## src/rtl/ram_group_port_arbiter_if.sv

```systemverilog
// Requester-side bundle for one port of the URAM RAM group: request handshake
// plus the read-response return path.
interface ram_group_port_arbiter_if #(
  parameter int AWIDTH = 12,
  parameter int DWIDTH = 64
);
  logic              req_valid;
  logic              req_ready;
  logic              req_we;
  logic [AWIDTH+1:0] req_addr;
  logic [DWIDTH-1:0] req_d;
  logic              req_lock;
  logic              rsp_valid;
  logic [DWIDTH-1:0] rsp_data;

  modport master (
    output req_valid, req_we, req_addr, req_d, req_lock,
    input  req_ready, rsp_valid, rsp_data
  );

  modport slave (
    input  req_valid, req_we, req_addr, req_d, req_lock,
    output req_ready, rsp_valid, rsp_data
  );
endinterface

```

## src/rtl/ram_group_port_arbiter.sv

```systemverilog
// Round-robin (with burst lock) sharing of one RAM-group port between two
// requesters; registered issue stage and read-response routing by owner.
module ram_group_port_arbiter #(
  parameter int AWIDTH     = 12,
  parameter int DWIDTH     = 64,
  parameter int NUM_BANKS  = 4,
  parameter int RD_LATENCY = 2
) (
  input  logic                          clk,
  input  logic                          rst,
  ram_group_port_arbiter_if.slave       m0,
  ram_group_port_arbiter_if.slave       m1,
  output logic [AWIDTH-1:0]             ram_addr,
  output logic [DWIDTH-1:0]             ram_d,
  output logic [NUM_BANKS-1:0]          ram_ce,
  output logic                          ram_we,
  input  logic [NUM_BANKS*DWIDTH-1:0]   ram_q,
  output logic                          busy
);

  localparam int BANK_W = 2;
  localparam int TAIL   = RD_LATENCY - 1;

  typedef enum logic [1:0] {
    LOCK_NONE = 2'd0,
    LOCK_M0   = 2'd1,
    LOCK_M1   = 2'd2
  } lock_state_t;

  function automatic logic [NUM_BANKS-1:0] bank_onehot(input logic [BANK_W-1:0] bank);
    logic [NUM_BANKS-1:0] oh;
    oh       = '0;
    oh[bank] = 1'b1;
    return oh;
  endfunction

  lock_state_t lock_state_r, lock_next_s, lock_hold_s;
  logic        prio_r, prio_next_s;
  logic        grant0_s, grant1_s, accept_s;

  logic              sel_we_s;
  logic [AWIDTH+1:0] sel_addr_s;
  logic [DWIDTH-1:0] sel_d_s;

  logic [NUM_BANKS-1:0] ram_ce_r;
  logic                 ram_we_r;
  logic [AWIDTH-1:0]    ram_addr_r;
  logic [DWIDTH-1:0]    ram_d_r;
  logic [BANK_W-1:0]    issue_bank_r;
  logic                 issue_owner_r;

  logic [RD_LATENCY-1:0]             trk_valid_r;
  logic [RD_LATENCY-1:0]             trk_owner_r;
  logic [RD_LATENCY-1:0][BANK_W-1:0] trk_bank_r;

  logic              rsp0_hit_s, rsp1_hit_s;
  logic [DWIDTH-1:0] tail_q_s;
  logic [DWIDTH-1:0] rsp0_hold_r, rsp1_hold_r;

  // Grant selection and next lock owner / priority pointer.
  always_comb begin
    grant0_s    = 1'b0;
    grant1_s    = 1'b0;
    prio_next_s = prio_r;
    lock_hold_s = lock_state_r;
    case (lock_state_r)
      LOCK_M0: grant0_s = m0.req_valid;
      LOCK_M1: grant1_s = m1.req_valid;
      LOCK_NONE: begin
        if (m0.req_valid && m1.req_valid) begin
          if (prio_r == 1'b0) begin
            grant0_s = 1'b1;
          end else begin
            grant1_s = 1'b1;
          end
          prio_next_s = ~prio_r;
        end else begin
          grant0_s = m0.req_valid;
          grant1_s = m1.req_valid;
        end
      end
      default: lock_hold_s = LOCK_NONE;
    endcase
    // The lock tracks the lock bit of every accepted beat; idle cycles keep it.
    if (grant0_s) begin
      lock_next_s = m0.req_lock ? LOCK_M0 : LOCK_NONE;
    end else if (grant1_s) begin
      lock_next_s = m1.req_lock ? LOCK_M1 : LOCK_NONE;
    end else begin
      lock_next_s = lock_hold_s;
    end
  end

  assign accept_s   = grant0_s | grant1_s;
  assign sel_we_s   = grant1_s ? m1.req_we   : m0.req_we;
  assign sel_addr_s = grant1_s ? m1.req_addr : m0.req_addr;
  assign sel_d_s    = grant1_s ? m1.req_d    : m0.req_d;

  assign m0.req_ready = grant0_s;
  assign m1.req_ready = grant1_s;

  // Arbitration state: lock owner and round-robin pointer.
  always_ff @(posedge clk) begin
    if (rst) begin
      lock_state_r <= LOCK_NONE;
      prio_r       <= 1'b0;
    end else begin
      lock_state_r <= lock_next_s;
      prio_r       <= prio_next_s;
    end
  end

  // Issue stage toward the RAM group; address and data hold when idle.
  always_ff @(posedge clk) begin
    if (rst) begin
      ram_ce_r      <= '0;
      ram_we_r      <= 1'b0;
      ram_addr_r    <= '0;
      ram_d_r       <= '0;
      issue_bank_r  <= '0;
      issue_owner_r <= 1'b0;
    end else if (accept_s) begin
      ram_ce_r      <= bank_onehot(sel_addr_s[AWIDTH +: BANK_W]);
      ram_we_r      <= sel_we_s;
      ram_addr_r    <= sel_addr_s[AWIDTH-1:0];
      ram_d_r       <= sel_d_s;
      issue_bank_r  <= sel_addr_s[AWIDTH +: BANK_W];
      issue_owner_r <= grant1_s;
    end else begin
      ram_ce_r <= '0;
      ram_we_r <= 1'b0;
    end
  end

  assign ram_ce   = ram_ce_r;
  assign ram_we   = ram_we_r;
  assign ram_addr = ram_addr_r;
  assign ram_d    = ram_d_r;

  // Read tracker aligned so its tail coincides with valid ram_q.
  always_ff @(posedge clk) begin
    if (rst) begin
      trk_valid_r <= '0;
      trk_owner_r <= '0;
      trk_bank_r  <= '0;
    end else begin
      trk_valid_r[0] <= (|ram_ce_r) & ~ram_we_r;
      trk_owner_r[0] <= issue_owner_r;
      trk_bank_r[0]  <= issue_bank_r;
      for (int i = 1; i < RD_LATENCY; i++) begin
        trk_valid_r[i] <= trk_valid_r[i-1];
        trk_owner_r[i] <= trk_owner_r[i-1];
        trk_bank_r[i]  <= trk_bank_r[i-1];
      end
    end
  end

  assign tail_q_s   = ram_q[int'(trk_bank_r[TAIL]) * DWIDTH +: DWIDTH];
  assign rsp0_hit_s = trk_valid_r[TAIL] & ~trk_owner_r[TAIL];
  assign rsp1_hit_s = trk_valid_r[TAIL] &  trk_owner_r[TAIL];

  // Last delivered data per requester, shown while it has no response.
  always_ff @(posedge clk) begin
    if (rst) begin
      rsp0_hold_r <= '0;
      rsp1_hold_r <= '0;
    end else begin
      if (rsp0_hit_s) begin
        rsp0_hold_r <= tail_q_s;
      end
      if (rsp1_hit_s) begin
        rsp1_hold_r <= tail_q_s;
      end
    end
  end

  assign m0.rsp_valid = rsp0_hit_s;
  assign m1.rsp_valid = rsp1_hit_s;
  assign m0.rsp_data  = rsp0_hit_s ? tail_q_s : rsp0_hold_r;
  assign m1.rsp_data  = rsp1_hit_s ? tail_q_s : rsp1_hold_r;

  assign busy = (|trk_valid_r) | (lock_state_r != LOCK_NONE);

endmodule

```

## src/flat_wrapper.sv

```systemverilog
// flat-port wrapper written by rule: the top's interface ports become plain ports
module ram_group_port_arbiter_flat 
#(
  parameter int AWIDTH     = 12,
  parameter int DWIDTH     = 64,
  parameter int NUM_BANKS  = 4,
  parameter int RD_LATENCY = 2
)
  (clk, rst, ram_addr, ram_d, ram_ce, ram_we, ram_q, busy, m0_req_valid, m0_req_we, m0_req_addr, m0_req_d, m0_req_lock, m0_req_ready, m0_rsp_valid, m0_rsp_data, m1_req_valid, m1_req_we, m1_req_addr, m1_req_d, m1_req_lock, m1_req_ready, m1_rsp_valid, m1_rsp_data);
  ram_group_port_arbiter_if #(.AWIDTH(AWIDTH), .DWIDTH(DWIDTH)) m0_i ();
  ram_group_port_arbiter_if #(.AWIDTH(AWIDTH), .DWIDTH(DWIDTH)) m1_i ();
  input  logic clk;
  input  logic rst;
  output logic [AWIDTH-1:0] ram_addr;
  output logic [DWIDTH-1:0] ram_d;
  output logic [NUM_BANKS-1:0] ram_ce;
  output logic ram_we;
  input  logic [NUM_BANKS*DWIDTH-1:0] ram_q;
  output logic busy;
  input wire logic [$bits(m0_i.req_valid)-1:0] m0_req_valid;
  input wire logic [$bits(m0_i.req_we)-1:0] m0_req_we;
  input wire logic [$bits(m0_i.req_addr)-1:0] m0_req_addr;
  input wire logic [$bits(m0_i.req_d)-1:0] m0_req_d;
  input wire logic [$bits(m0_i.req_lock)-1:0] m0_req_lock;
  output wire logic [$bits(m0_i.req_ready)-1:0] m0_req_ready;
  output wire logic [$bits(m0_i.rsp_valid)-1:0] m0_rsp_valid;
  output wire logic [$bits(m0_i.rsp_data)-1:0] m0_rsp_data;
  input wire logic [$bits(m1_i.req_valid)-1:0] m1_req_valid;
  input wire logic [$bits(m1_i.req_we)-1:0] m1_req_we;
  input wire logic [$bits(m1_i.req_addr)-1:0] m1_req_addr;
  input wire logic [$bits(m1_i.req_d)-1:0] m1_req_d;
  input wire logic [$bits(m1_i.req_lock)-1:0] m1_req_lock;
  output wire logic [$bits(m1_i.req_ready)-1:0] m1_req_ready;
  output wire logic [$bits(m1_i.rsp_valid)-1:0] m1_rsp_valid;
  output wire logic [$bits(m1_i.rsp_data)-1:0] m1_rsp_data;
  assign m0_i.req_valid = m0_req_valid;
  assign m0_i.req_we = m0_req_we;
  assign m0_i.req_addr = m0_req_addr;
  assign m0_i.req_d = m0_req_d;
  assign m0_i.req_lock = m0_req_lock;
  assign m0_req_ready = m0_i.req_ready;
  assign m0_rsp_valid = m0_i.rsp_valid;
  assign m0_rsp_data = m0_i.rsp_data;
  assign m1_i.req_valid = m1_req_valid;
  assign m1_i.req_we = m1_req_we;
  assign m1_i.req_addr = m1_req_addr;
  assign m1_i.req_d = m1_req_d;
  assign m1_i.req_lock = m1_req_lock;
  assign m1_req_ready = m1_i.req_ready;
  assign m1_rsp_valid = m1_i.rsp_valid;
  assign m1_rsp_data = m1_i.rsp_data;
  ram_group_port_arbiter #(.AWIDTH(AWIDTH), .DWIDTH(DWIDTH), .NUM_BANKS(NUM_BANKS), .RD_LATENCY(RD_LATENCY)) u_core (.clk(clk), .rst(rst), .m0(m0_i), .m1(m1_i), .ram_addr(ram_addr), .ram_d(ram_d), .ram_ce(ram_ce), .ram_we(ram_we), .ram_q(ram_q), .busy(busy));
endmodule
```

## config.mk

```make
export PLATFORM = sky130hd
export DESIGN_NAME = ram_group_port_arbiter_flat
export DESIGN_NICKNAME = d
export VERILOG_FILES = /design/src/rtl/ram_group_port_arbiter_if.sv /design/src/rtl/ram_group_port_arbiter.sv /design/src/flat_wrapper.sv
export SDC_FILE = /design/constraint.sdc
export NUM_CORES = 1
export LEC_CHECK = 0
export ABC_AREA = 1
export CORE_AREA = 2 2 245 247
export CTS_BUF_LIST = sky130_fd_sc_hd__clkbuf_8 sky130_fd_sc_hd__clkbuf_16
export DETAILED_ROUTE_END_ITERATION = 10
export DIE_AREA = 0 0 247 249
export GPL_TIMING_DRIVEN = 0
export PLACE_DENSITY_LB_ADDON = 0.05
export SYNTH_ARGS = -nofsm -noshare
export SYNTH_HDL_FRONTEND = slang
export SYNTH_SLANG_ARGS = --single-unit
```

## constraint.sdc

```tcl
create_clock -name clk -period 1.7 [get_ports clk]
set_input_delay 0.34 -clock clk [delete_from_list [all_inputs] [get_ports clk]]
set_output_delay 0.34 -clock clk [all_outputs]
set_load 0.01 [all_outputs]
```

==> metrics <==
syn avg cell area 6.39 µm²; register area share after synthesis 39.3%; final instance area 22800 µm²; max cap viols 0; switching power total 4.44 mW; failing checks negative setup slack; Die H 249 µm; initial drt markers 386; port buffer count 632; WL/cell 19.6 µm; crit path launch type flop; crit path DAT 1.90 ns; share of layout cells above drive strength 1 29.0%; static leakage 10.0 nW; Sink Count 223; cell internal pwr 10.8 mW; # setup viols final 284; Worst Path Max Fanout 7; area grow syn2layout 101%; die area 61500 µm²; Clk pwr share 37.0%; Synth Cell Area 11300 µm²; DR vias 14400; Yosys warnings 0; Initial Util 19.3%; first-pass GRT wire length 89800 µm; Peak VDD IR 0.000632 V; Clock Skews 0.0208 ns; vias per cell 4.38; crit-path max cell delay 0.44 ns; Crit-path slowest cell dfxtp_4; Synth cell types 20; Worst Path Required 1.36 ns; CP startpoint u_core.trk_bank_r[2]; outcome finished, violations left; pwr/cell area 671 nW/µm²; area post-placement 18600 µm²; fin crit share 132%; CTS Buffer Depth 3; synth top area cells dfxtp_1, nand2_1, nand3_1; Fmax 0.446 GHz; post-synth top area share 39.3%; syn nets 2197; post-synthesis sequential element count 223; number of buffers and inverters on the critical path 4; worst-margin pin slew 0.658 ns; Crit. End Element output pin; fin nets 2927; family with the most delay on the worst path buffers and inverters; placed wire-length estimate 49400 µm; cts bufs inserted 29; Period minus WS final 2.24 ns; Switching Share 29.0%; Post-Synthesis Cells 1777; I/O pins 634; Post-DRT Antenna Nets 0; Setup WS pre-CTS -1.03 ns; Final Max Tran Viols 0; number of global-route vias before repair 14100; min-delay src rst; worst r2r src u_core.lock_state_r[0]; GPL Wtd Cong 0.882; Skew-Pair Late Insertion Delay 0.57 ns; largest net degree at the start of global routing 14; post-route worst setup slack -0.542 ns; fill cell total of the finished layout 6177; combinational power share 26.1%; Final Hold Viols 0; GRT overflow 0; total power 15.3 mW; Hold Path Class in -> reg; gr usage total 19.3%; DRT Wirelength 64600 µm; row cnt 89; Slew headroom 56.1%; cell-by-cell trace of the critical path inv_8, buf_16, buf_12, nand2_1, nand3_1, nand3_1, nand2_1, buf_2; Clock Tree Root clkbuf_16; Sequential Power Share 36.9%; # DRC 0; core area 58700 µm²; Worst-path clk slew 0.05 ns; H-tree depth 1; RSZ-0062 raised after global routing true; die width 247 µm; R2R setup slack -0.10 ns; crit path kind reg -> out; cell taking the most area after synthesis dfxtp_1; initial antenna violation count 12; TritonCTS clock tree yes; 1st-pass router iterations 4
## kinds of logic (layout without fill, tap and decap cells)
group,Yosys count,in the layout,synth area share (%)
other cells,0,6,0
simple gates,1193,1193,45.9
compound gates,137,137,6.10
buf+inv,224,967,8.62
flops,223,223,39.3
## area by class of cell
cell class	count	area (µm²)	area share, %
antenna	6	15.0	0.0659
tap	773	967	4.25
multi-input combinational	1330	7930	34.8
buffer	124	1270	5.58
sequential	223	4480	19.7
clock buffer	34	795	3.49
inverter	99	404	1.77
clock inverter	10	40.0	0.176
timing repair buffer	700	6880	30.2
## timing repair
action,CTS,global route
gates cloned,1,13
hold buffers,0,0
pin swaps,4,90
setup buffers,6,48
endpoints found under the setup margin,347,294
hold endpoints to repair,0,0
gates resized for setup,674,637
## power groups by stage
stage | clock [mW] | combinational (mW) | sequential, mW
CTS | 5.90 | 3.54 | 5.63
detailed placement | 0 | 3.40 | 5.73
global route | 6.08 | 4.30 | 5.66
global placement | 0 | 3.41 | 5.73
floorplan | 0 | 1.17 | 5.80
finish | 5.65 | 3.99 | 5.63
## cell usage after synthesis
library cell and n:
nand2_2 3, nand2_1 753, buf_6 2, dfxtp_1 223, buf_1 15, nor2_1 16
inv_2 3, a21oi_2 1, nand3b_1 76, nor2_2 1, a211oi_1 1, buf_2 71
nand3_1 340, a21oi_1 131, clkbuf_1 28, nand3_2 1, buf_4 9, nand4_1 3
o21ai_0 4, inv_1 96
## state kept, by name, summed over array words and instances, names as in the netlist
register              cells
u_core.ram_we             1
u_core.trk_bank_r         4
u_core.rsp1_hold_r       64
u_core.ram_d             64
u_core.lock_state_r       2
u_core.issue_owner_r      1
u_core.prio_r             1
u_core.ram_addr          12
u_core.trk_valid_r        2
u_core.trk_owner_r        2
u_core.issue_bank_r       2
u_core.ram_ce             4
u_core.rsp0_hold_r       64
## cell usage in the layout, fill, tap and decap left out, types with 27 or more instances in the layout
cell type          n
nand2_4           27
clkdlybuf4s50_1  500
buf_6             77
a21oi_1          131
nand2_1          630
inv_1             97
nand2_2           97
nand3_1           99
nand3_4           44
buf_2             68
clkbuf_16         43
buf_4             78
dfxtp_1          216
nand3b_1          76
nand3_2          198
## stage by stage
stage	hold slack [ns]	TNS [ns]	util, %	cells
after global placement	0.396	-143.47	31.8	3182
after global routing	0.110	-103.09	38.8	3296
final	0.0978	-72.97	38.8	3299
after floorplan	0.388	0	-	1777
after detailed placement	0.393	-147.46	31.8	3182
after CTS	0.0769	-92.57	34.7	3233
## routing by layer
layer | vias up | global-route usage (%) | share of wire [%] | wire length, µm
met4 | 10 | 4.82 | 2.5 | 1590
met2 | 416 | 35.1 | 50 | 32500
met5 | - | 0 | 0.11 | 68
met3 | 89 | 5.86 | 7.5 | 4870
met1 | 6728 | 21.7 | 40 | 25600
li1 | 7206 | - | - | -
## final timing paths
kind                                         endpoint  depth (start not counted)
worst max-delay path                  m1_rsp_data[12]                          8
worst min-delay path            u_core.trk_owner_r[0]                          2
worst max register to register          u_core.ram_we                          8
worst min register to register   u_core.trk_bank_r[3]                          2
(Power assumes the default switching activity.)
